<file path="src/rtl/ssc_pkg.sv">
// ssc_pkg: shared constants for the ssc_net sequential sum calculator.
// State is one-hot; the ST_* constants are bit indices into the state vector
// and also the state flops' positions at the head of the scan chain.
package ssc_pkg;

    localparam int DATA_W    = 16;
    localparam int ADDR_W    = 8;
    localparam int CHAIN_LEN = 64;
    localparam int N_STATES  = 5;

    localparam int ST_IDLE  = 0;
    localparam int ST_READ  = 1;
    localparam int ST_ACC   = 2;
    localparam int ST_WRITE = 3;
    localparam int ST_DONE  = 4;

    localparam logic [N_STATES-1:0] S_IDLE  = 5'b00001;
    localparam logic [N_STATES-1:0] S_READ  = 5'b00010;
    localparam logic [N_STATES-1:0] S_ACC   = 5'b00100;
    localparam logic [N_STATES-1:0] S_WRITE = 5'b01000;
    localparam logic [N_STATES-1:0] S_DONE  = 5'b10000;

    localparam logic [ADDR_W-1:0] LAST_READ_ADDR = 8'hFE;
    localparam logic [ADDR_W-1:0] RESULT_ADDR    = 8'hFF;

    // True when exactly one state bit is set; anything else is recovered to IDLE.
    function automatic logic state_legal(input logic [N_STATES-1:0] s);
        return $onehot(s);
    endfunction

endpackage

</file>
<file path="src/rtl/ssc_scan_ff.sv">
// ssc_scan_ff: one scan-chain cell. With SSC_SCAN_EN defined it is a mux-D
// flop (nbart selects si over d); otherwise a plain flop and si/nbart are
// don't-care. Reset is synchronous and wins over both modes.
module ssc_scan_ff #(
    parameter logic RST_VAL = 1'b0
) (
    input  logic clk,
    input  logic rst,
    input  logic d,
    input  logic si,
    input  logic nbart,
    output logic q
);

    logic q_d;
    logic q_q;

    // Select functional data or the upstream chain bit.
`ifdef SSC_SCAN_EN
    always_comb begin
        q_d = nbart ? si : d;
    end
`else
    logic unused_scan;
    assign unused_scan = si ^ nbart;
    always_comb begin
        q_d = d;
    end
`endif

    // State register with synchronous reset.
    always_ff @(posedge clk) begin
        if (rst) q_q <= RST_VAL;
        else     q_q <= q_d;
    end

    assign q = q_q;

endmodule

</file>
<file path="src/rtl/ssc_net.sv">
// ssc_net: reads words from address 0 upward until a zero word or address
// 0xFE, then writes the 16-bit wrap-around sum to 0xFF and raises done.
// All 64 state bits live in ssc_scan_ff cells forming one chain:
// Si -> state[0..4], addr[0..7], acc[0..15], data[0..15], writeData[0..15],
// read_reg, write_reg, done -> SO.
// Optional feature macro: SSC_SCAN_EN (scan muxes present, SO driven).
module ssc_net
    import ssc_pkg::*;
(
    input  logic              clk,
    input  logic              rst,
    input  logic              start,
    input  logic [DATA_W-1:0] readData,
    output logic [DATA_W-1:0] writeData,
    output logic [ADDR_W-1:0] addr,
    output logic              read_reg,
    output logic              write_reg,
    output logic              done,
    input  logic              Si,
    output logic              SO,
    input  logic              NbarT
);

    logic [N_STATES-1:0] state_q, state_d;
    logic [ADDR_W-1:0]   addr_q, addr_d;
    logic [DATA_W-1:0]   acc_q, acc_d;
    logic [DATA_W-1:0]   data_q, data_d;
    logic [DATA_W-1:0]   wdata_q, wdata_d;
    logic                read_reg_q, read_reg_d;
    logic                write_reg_q, write_reg_d;
    logic                done_q, done_d;
    logic [DATA_W-1:0]   sum;

    logic [CHAIN_LEN-1:0] chain_d;
    logic [CHAIN_LEN-1:0] chain_q;
    logic [CHAIN_LEN-1:0] scan_in;

    assign {done_q, write_reg_q, read_reg_q, wdata_q, data_q, acc_q, addr_q, state_q} = chain_q;
    assign chain_d = {done_d, write_reg_d, read_reg_d, wdata_d, data_d, acc_d, addr_d, state_d};
    assign scan_in = {chain_q[CHAIN_LEN-2:0], Si};

    assign sum = acc_q + data_q;

    // Next-state and datapath updates; every flop holds unless its state acts on it.
    always_comb begin
        state_d     = state_q;
        addr_d      = addr_q;
        acc_d       = acc_q;
        data_d      = data_q;
        wdata_d     = wdata_q;
        read_reg_d  = read_reg_q;
        write_reg_d = write_reg_q;
        done_d      = done_q;
        if (!state_legal(state_q)) begin
            state_d = S_IDLE;
        end else if (state_q[ST_IDLE]) begin
            if (start) begin
                addr_d     = '0;
                acc_d      = '0;
                done_d     = 1'b0;
                read_reg_d = 1'b1;
                state_d    = S_READ;
            end
        end else if (state_q[ST_READ]) begin
            data_d     = readData;
            read_reg_d = 1'b0;
            state_d    = S_ACC;
        end else if (state_q[ST_ACC]) begin
            if (data_q == '0 || addr_q == LAST_READ_ADDR) begin
                wdata_d     = sum;
                addr_d      = RESULT_ADDR;
                write_reg_d = 1'b1;
                state_d     = S_WRITE;
            end else begin
                acc_d      = sum;
                addr_d     = addr_q + 8'd1;
                read_reg_d = 1'b1;
                state_d    = S_READ;
            end
        end else if (state_q[ST_WRITE]) begin
            write_reg_d = 1'b0;
            done_d      = 1'b1;
            state_d     = S_DONE;
        end else begin
            // DONE: wait for start to drop so each run needs a fresh rising start.
            if (!start) state_d = S_IDLE;
        end
    end

    for (genvar i = 0; i < CHAIN_LEN; i++) begin : g_chain
        ssc_scan_ff #(
            .RST_VAL (i == ST_IDLE)
        ) u_ff (
            .clk   (clk),
            .rst   (rst),
            .d     (chain_d[i]),
            .si    (scan_in[i]),
            .nbart (NbarT),
            .q     (chain_q[i])
        );
    end

    assign writeData = wdata_q;
    assign addr      = addr_q;
    assign read_reg  = read_reg_q;
    assign write_reg = write_reg_q;
    assign done      = done_q;

`ifdef SSC_SCAN_EN
    assign SO = done_q;
`else
    assign SO = 1'b0;
`endif

endmodule

</file>
<file path="config.mk">
export PLATFORM = sky130hd
export DESIGN_NAME = ssc_net
export DESIGN_NICKNAME = d
export VERILOG_FILES = /design/src/rtl/ssc_pkg.sv /design/src/rtl/ssc_scan_ff.sv /design/src/rtl/ssc_net.sv
export SDC_FILE = /design/constraint.sdc
export NUM_CORES = 1
export LEC_CHECK = 0
export BUFFER_PORTS_ARGS = -buffer_cell sky130_fd_sc_hd__buf_4
export CAP_MARGIN = 30
export CORE_UTILIZATION = 45
export CTS_CLUSTER_DIAMETER = 50
export DETAILED_ROUTE_END_ITERATION = 7
export PLACE_DENSITY_LB_ADDON = 0.25
export SETUP_SLACK_MARGIN = 0.3
export SYNTH_ARGS = -nofsm -noshare
export SYNTH_HDL_FRONTEND = slang
export SYNTH_SLANG_ARGS = --single-unit
export TNS_END_PERCENT = 20
</file>
<file path="constraint.sdc">
create_clock -name clk -period 3.3 [get_ports clk]
set_input_delay 0.495 -clock clk [delete_from_list [all_inputs] [get_ports clk]]
set_output_delay 0.495 -clock clk [all_outputs]
set_load 0.05 [all_outputs]
</file>
==> impl_metrics.prom <==
# TYPE chip_impl_metric gauge
chip_impl_metric{name="ys_seq_area_share",unit="%"} 35.36
chip_impl_metric{name="grt_first_pass_wirelength",unit="mm"} 13.52
chip_impl_metric{name="ys_seq_elements",unit=""} 64
chip_impl_metric{name="p_seq_share",unit="%"} 43.6
chip_impl_metric{name="synthXorXnorAreaFrac",unit="%"} 2.417
chip_impl_metric{name="p_int",unit="mW"} 1.314
chip_impl_metric{name="worst-r2r-cell-count",unit=""} 11
chip_impl_metric{name="yosys.area_share.adder",unit="%"} 8.564
chip_impl_metric{name="avgViaCountPerCell",unit=""} 5.438
chip_impl_metric{name="area_growth",unit="%"} 14.92
chip_impl_metric{name="ctsHtreeMaxLevel",unit=""} 3
chip_impl_metric{name="layout_min_cycle_time",unit="ns"} 2.935
chip_impl_metric{name="cts-root-to-sink-buffers",unit=""} 2
chip_impl_metric{name="die-area",unit="um^2"} 8415
chip_impl_info{name="post_synth_most_frequent_cells",value="71 x sky130_fd_sc_hd__nand2_1, 64 x sky130_fd_sc_hd__dfxtp_1, 51 x sky130_fd_sc_hd__a21oi_1"} 1
chip_impl_metric{name="slew-limit-headroom",unit="%"} 47.33
chip_impl_info{name="synth_top_family_by_area",value="compound AO/OA/AOI/OAI gates"} 1
chip_impl_metric{name="placementRows",unit=""} 32
chip_impl_metric{name="power.clock.fraction",unit="%"} 35.0
chip_impl_metric{name="yosys-mux-area-fraction",unit="%"} 0.5525
chip_impl_metric{name="switching_power",unit="mW"} 0.5360
chip_impl_metric{name="setup_tns_after_final_layout",unit="ns"} 0
chip_impl_metric{name="comb_power_share",unit="%"} 21.4
chip_impl_info{name="grt_setup_unrepaired",value="true"} 1
chip_impl_info{name="worstSetupStartpointType",value="register"} 1
chip_impl_metric{name="dpl_cell_area",unit="um^2"} 3914
chip_impl_metric{name="tritoncts_num_sinks",unit=""} 64
chip_impl_metric{name="drv_slew",unit=""} 0
chip_impl_metric{name="hold_viol_final",unit=""} 0
chip_impl_metric{name="synth_cell_type_count",unit=""} 62
chip_impl_metric{name="setup_viol",unit=""} 0
chip_impl_info{name="synth_area_leaders",value="sky130_fd_sc_hd__dfxtp_1 35%, sky130_fd_sc_hd__nand2_1 7.4%, sky130_fd_sc_hd__a21oi_1 7.0%"} 1
chip_impl_metric{name="core_region_area",unit="um^2"} 7767
chip_impl_metric{name="initial_antenna_violation_count",unit=""} 0
chip_impl_metric{name="cts.reportedPaths.clkPinSlew",unit="ns"} 0.07
chip_impl_info{name="worst_hold_path_type",value="primary input to register"} 1
chip_impl_metric{name="post-route-period-util",unit="%"} 88.95
chip_impl_metric{name="drt-initial-drc-count",unit=""} 117
chip_impl_info{name="tritoncts",value="yes"} 1
chip_impl_metric{name="routed_wire_length_per_instance",unit="um"} 13.63
chip_impl_metric{name="synth_top_cell_area_share",unit="%"} 35.36
chip_impl_metric{name="ioPinCount",unit=""} 49
chip_impl_metric{name="largest_register_ffs",unit=""} 64
chip_impl_metric{name="fp.dieH",unit="um"} 91.74
chip_impl_metric{name="worst_skew_pair.late_latency",unit="ns"} 0.33
chip_impl_metric{name="dpl.hpwl",unit="mm"} 5.700
chip_impl_metric{name="place_congestion",unit=""} 0.8720
chip_impl_metric{name="detailedRoute.firstPassIterationCount",unit=""} 4
chip_impl_info{name="synthFlopType",value="sky130_fd_sc_hd__dfxtp_1"} 1
chip_impl_metric{name="total_cts_buffers",unit=""} 9
chip_impl_metric{name="worst_pin_slew",unit="ns"} 0.7892
chip_impl_metric{name="critical_path_required",unit="ns"} 3.52
chip_impl_metric{name="detailroute.via_count",unit=""} 3143
chip_impl_metric{name="final_cell_area",unit="um^2"} 4164
chip_impl_metric{name="max_freq",unit="GHz"} 0.3407
chip_impl_metric{name="timing.critical_path.arrival",unit="ns"} 3.16
chip_impl_metric{name="synth_compound_area_share",unit="%"} 23.07
chip_impl_metric{name="synth_edf_count",unit=""} 0
chip_impl_metric{name="proportion_of_layout_cells_with_a_drive_suffix_above_1",unit="%"} 20.38
chip_impl_metric{name="diodes",unit=""} 0
chip_impl_info{name="synth_area_leader_cell",value="sky130_fd_sc_hd__dfxtp_1"} 1
chip_impl_metric{name="finalWirelength",unit="mm"} 7.876
chip_impl_metric{name="detail_route.drc_violations",unit=""} 0
chip_impl_metric{name="postSynthCellCount",unit=""} 442
chip_impl_metric{name="finalClockSkew",unit="ns"} 0.008968
chip_impl_metric{name="syn-mean-instance-area",unit="um^2"} 8.198
chip_impl_metric{name="grt.overflow.total",unit=""} 0
chip_impl_metric{name="vdd_drop_max",unit="mV"} 0.2343
chip_impl_metric{name="final.fill_count",unit=""} 771
chip_impl_metric{name="grt_max_degree",unit=""} 59
chip_impl_info{name="critical_setup_path_kind",value="register to register"} 1
chip_impl_info{name="path_cells",value="inv_4, fa_1, fa_2, inv_1, ha_1, or3_4, nor3_4, a21boi_4, o21ai_4, nor2b_4, a32o_1"} 1
chip_impl_info{name="worst_setup_path_end_kind",value="register"} 1
chip_impl_metric{name="worst_path_largest_cell_delay",unit="ns"} 0.49
chip_impl_metric{name="switching_share",unit="%"} 28.97
chip_impl_metric{name="net_count_reported_at_finish",unit=""} 516
chip_impl_metric{name="crit_path_max_fanout",unit=""} 8
chip_impl_metric{name="syn-num-nets",unit=""} 486
chip_impl_info{name="run_status",value="complete, no violations"} 1
chip_impl_metric{name="maxCapViolCount",unit=""} 0
chip_impl_metric{name="first_global_vias",unit=""} 2902
chip_impl_metric{name="worst_hold_path.num_cells",unit=""} 2
chip_impl_metric{name="area_of_the_mapped_netlist",unit="um^2"} 3623
chip_impl_metric{name="p_leak",unit="nW"} 1.708
chip_impl_metric{name="synth.yosys.warnings",unit=""} 0
chip_impl_metric{name="synth-async-reset-ratio",unit="%"} 0
chip_impl_metric{name="fin_hold_ws",unit="ns"} 0.3731
chip_impl_info{name="yosys.cell_count.top_type",value="sky130_fd_sc_hd__nand2_1"} 1
chip_impl_metric{name="floorplan.initialDensity",unit="%"} 46.65
chip_impl_info{name="worst_path_max_delay_cell",value="sky130_fd_sc_hd__fa_1"} 1
chip_impl_metric{name="place.port_buffers",unit=""} 45
chip_impl_metric{name="grt_use_total",unit="%"} 19.96
chip_impl_metric{name="drt.antenna.violating_nets",unit=""} 0
chip_impl_metric{name="power_density",unit="nW/um^2"} 444.3
chip_impl_info{name="clk_root_buffer_cell",value="sky130_fd_sc_hd__clkbuf_8"} 1
chip_impl_metric{name="dieWidth",unit="um"} 91.74
chip_impl_metric{name="synthSimpleGateAreaFrac",unit="%"} 21.10
[path summary, 6_finish.rpt]
check	from	to	slack (ns)
min	start	g_chain[0].u_ff.q	0.37
min reg2reg	g_chain[54].u_ff.q	g_chain[54].u_ff.q	0.45
max reg2reg	g_chain[0].u_ff.q	g_chain[26].u_ff.q	0.36
max	g_chain[0].u_ff.q	g_chain[26].u_ff.q	0.36
[cell families after synthesis]
kind of cell / after synthesis
xor gates and xnor gates: 10
and+or+nand+nor: 156
DFF: 64
AOI/OAI and AO/OA: 131
buffers and inverters: 55
muxes: 2
other: 1
adders and majority gates: 23
[what timing repair did]
action                                  in CTS  in global routing
hold buffers                                 0                  0
cloned                                       0                  0
resized for setup                            0                  8
pin swaps                                    1                  6
buffers inserted                             4                  1
endpoints found under the setup margin       8                 39
[worst max-delay path: cells and delay by family (launching register included)]
| family | cells | cell delay (ns) |
|---|---|---|
| flops | 1 | 0.36 |
| simple gates | 3 | 0.69 |
| buf+inv | 2 | 0.12 |
| fa+ha+maj | 3 | 1.06 |
| compound gates | 3 | 0.58 |
[power by group through the flow]
stage | Combinational [mW] | Clock [mW] | Sequential [mW]
final | 0.395 | 0.648 | 0.807
after CTS | 0.372 | 0.673 | 0.806
after detailed placement | 0.348 | 0 | 0.824
after global routing | 0.432 | 0.707 | 0.808
after floorplan | 0.245 | 0 | 0.834
after global placement | 0.344 | 0 | 0.823
[per-layer routing]
| metal | wire length, um | vias up | global-route usage, % | part of all wire [%] |
|---|---|---|---|---|
| li1 | - | 1603 | - | - |
| met1 | 3662 | 1462 | 26.02 | 46 |
| met2 | 3811 | 73 | 32.83 | 48 |
| met3 | 332 | 5 | 3.980 | 4.2 |
| met4 | 69 | 0 | 7.031 | 0.88 |
| met5 | 0 | - | 0 | 0 |
[area by class of cell]
| class | instances | area (um^2) | share of cell area [%] |
|---|---|---|---|
| Timing Repair Buffer | 60 | 457.9 | 11.00 |
| Clock inverter | 4 | 45.04 | 1.082 |
| Multi-Input combinational cell | 323 | 2048 | 49.19 |
| Clock buffer | 11 | 141.4 | 3.395 |
| Sequential cell | 64 | 1289 | 30.95 |
| Inverter | 14 | 55.05 | 1.322 |
| Tap cell | 102 | 127.6 | 3.065 |
[placed cells by master (no fill, tap or decap), drive strengths merged, types with 4 or more instances in the layout]
| cell | synthesis | final |
|---|---|---|
| nand2 | 71 | 71 |
| xor2 | 4 | 4 |
| a21oi | 51 | 51 |
| clkbuf | 10 | 11 |
| a21o | 7 | 7 |
| nor4 | 6 | 6 |
| a31oi | 4 | 4 |
| a22o | 4 | 4 |
| o211ai | 5 | 5 |
| nand4 | 4 | 4 |
| and3 | 5 | 5 |
| a22oi | 11 | 11 |
| buf | 31 | 60 |
| o21ai | 23 | 23 |
| or3 | 5 | 5 |
| nand3 | 11 | 11 |
| nor2b | 4 | 4 |
| dfxtp | 64 | 64 |
| nand2b | 5 | 5 |
| ha | 20 | 20 |
| a211oi | 6 | 6 |
| xnor2 | 6 | 6 |
| nor3 | 8 | 8 |
| inv | 14 | 14 |
| nor2 | 29 | 29 |
[per-stage QoR]
step / setup WS (ns) / cells / utilization, % / power (mW)
floorplan: 0.2592 / 442 / - / 1.079
global placement: 0.2402 / 558 / 50.39 / 1.167
detailed placement: 0.1982 / 558 / 50.39 / 1.172
CTS: 0.2622 / 577 / 53.17 / 1.851
global route: 0.2444 / 578 / 53.61 / 1.947
finish: 0.3646 / 578 / 53.61 / 1.850
Note: power is estimated with default switching activity, not from simulation.
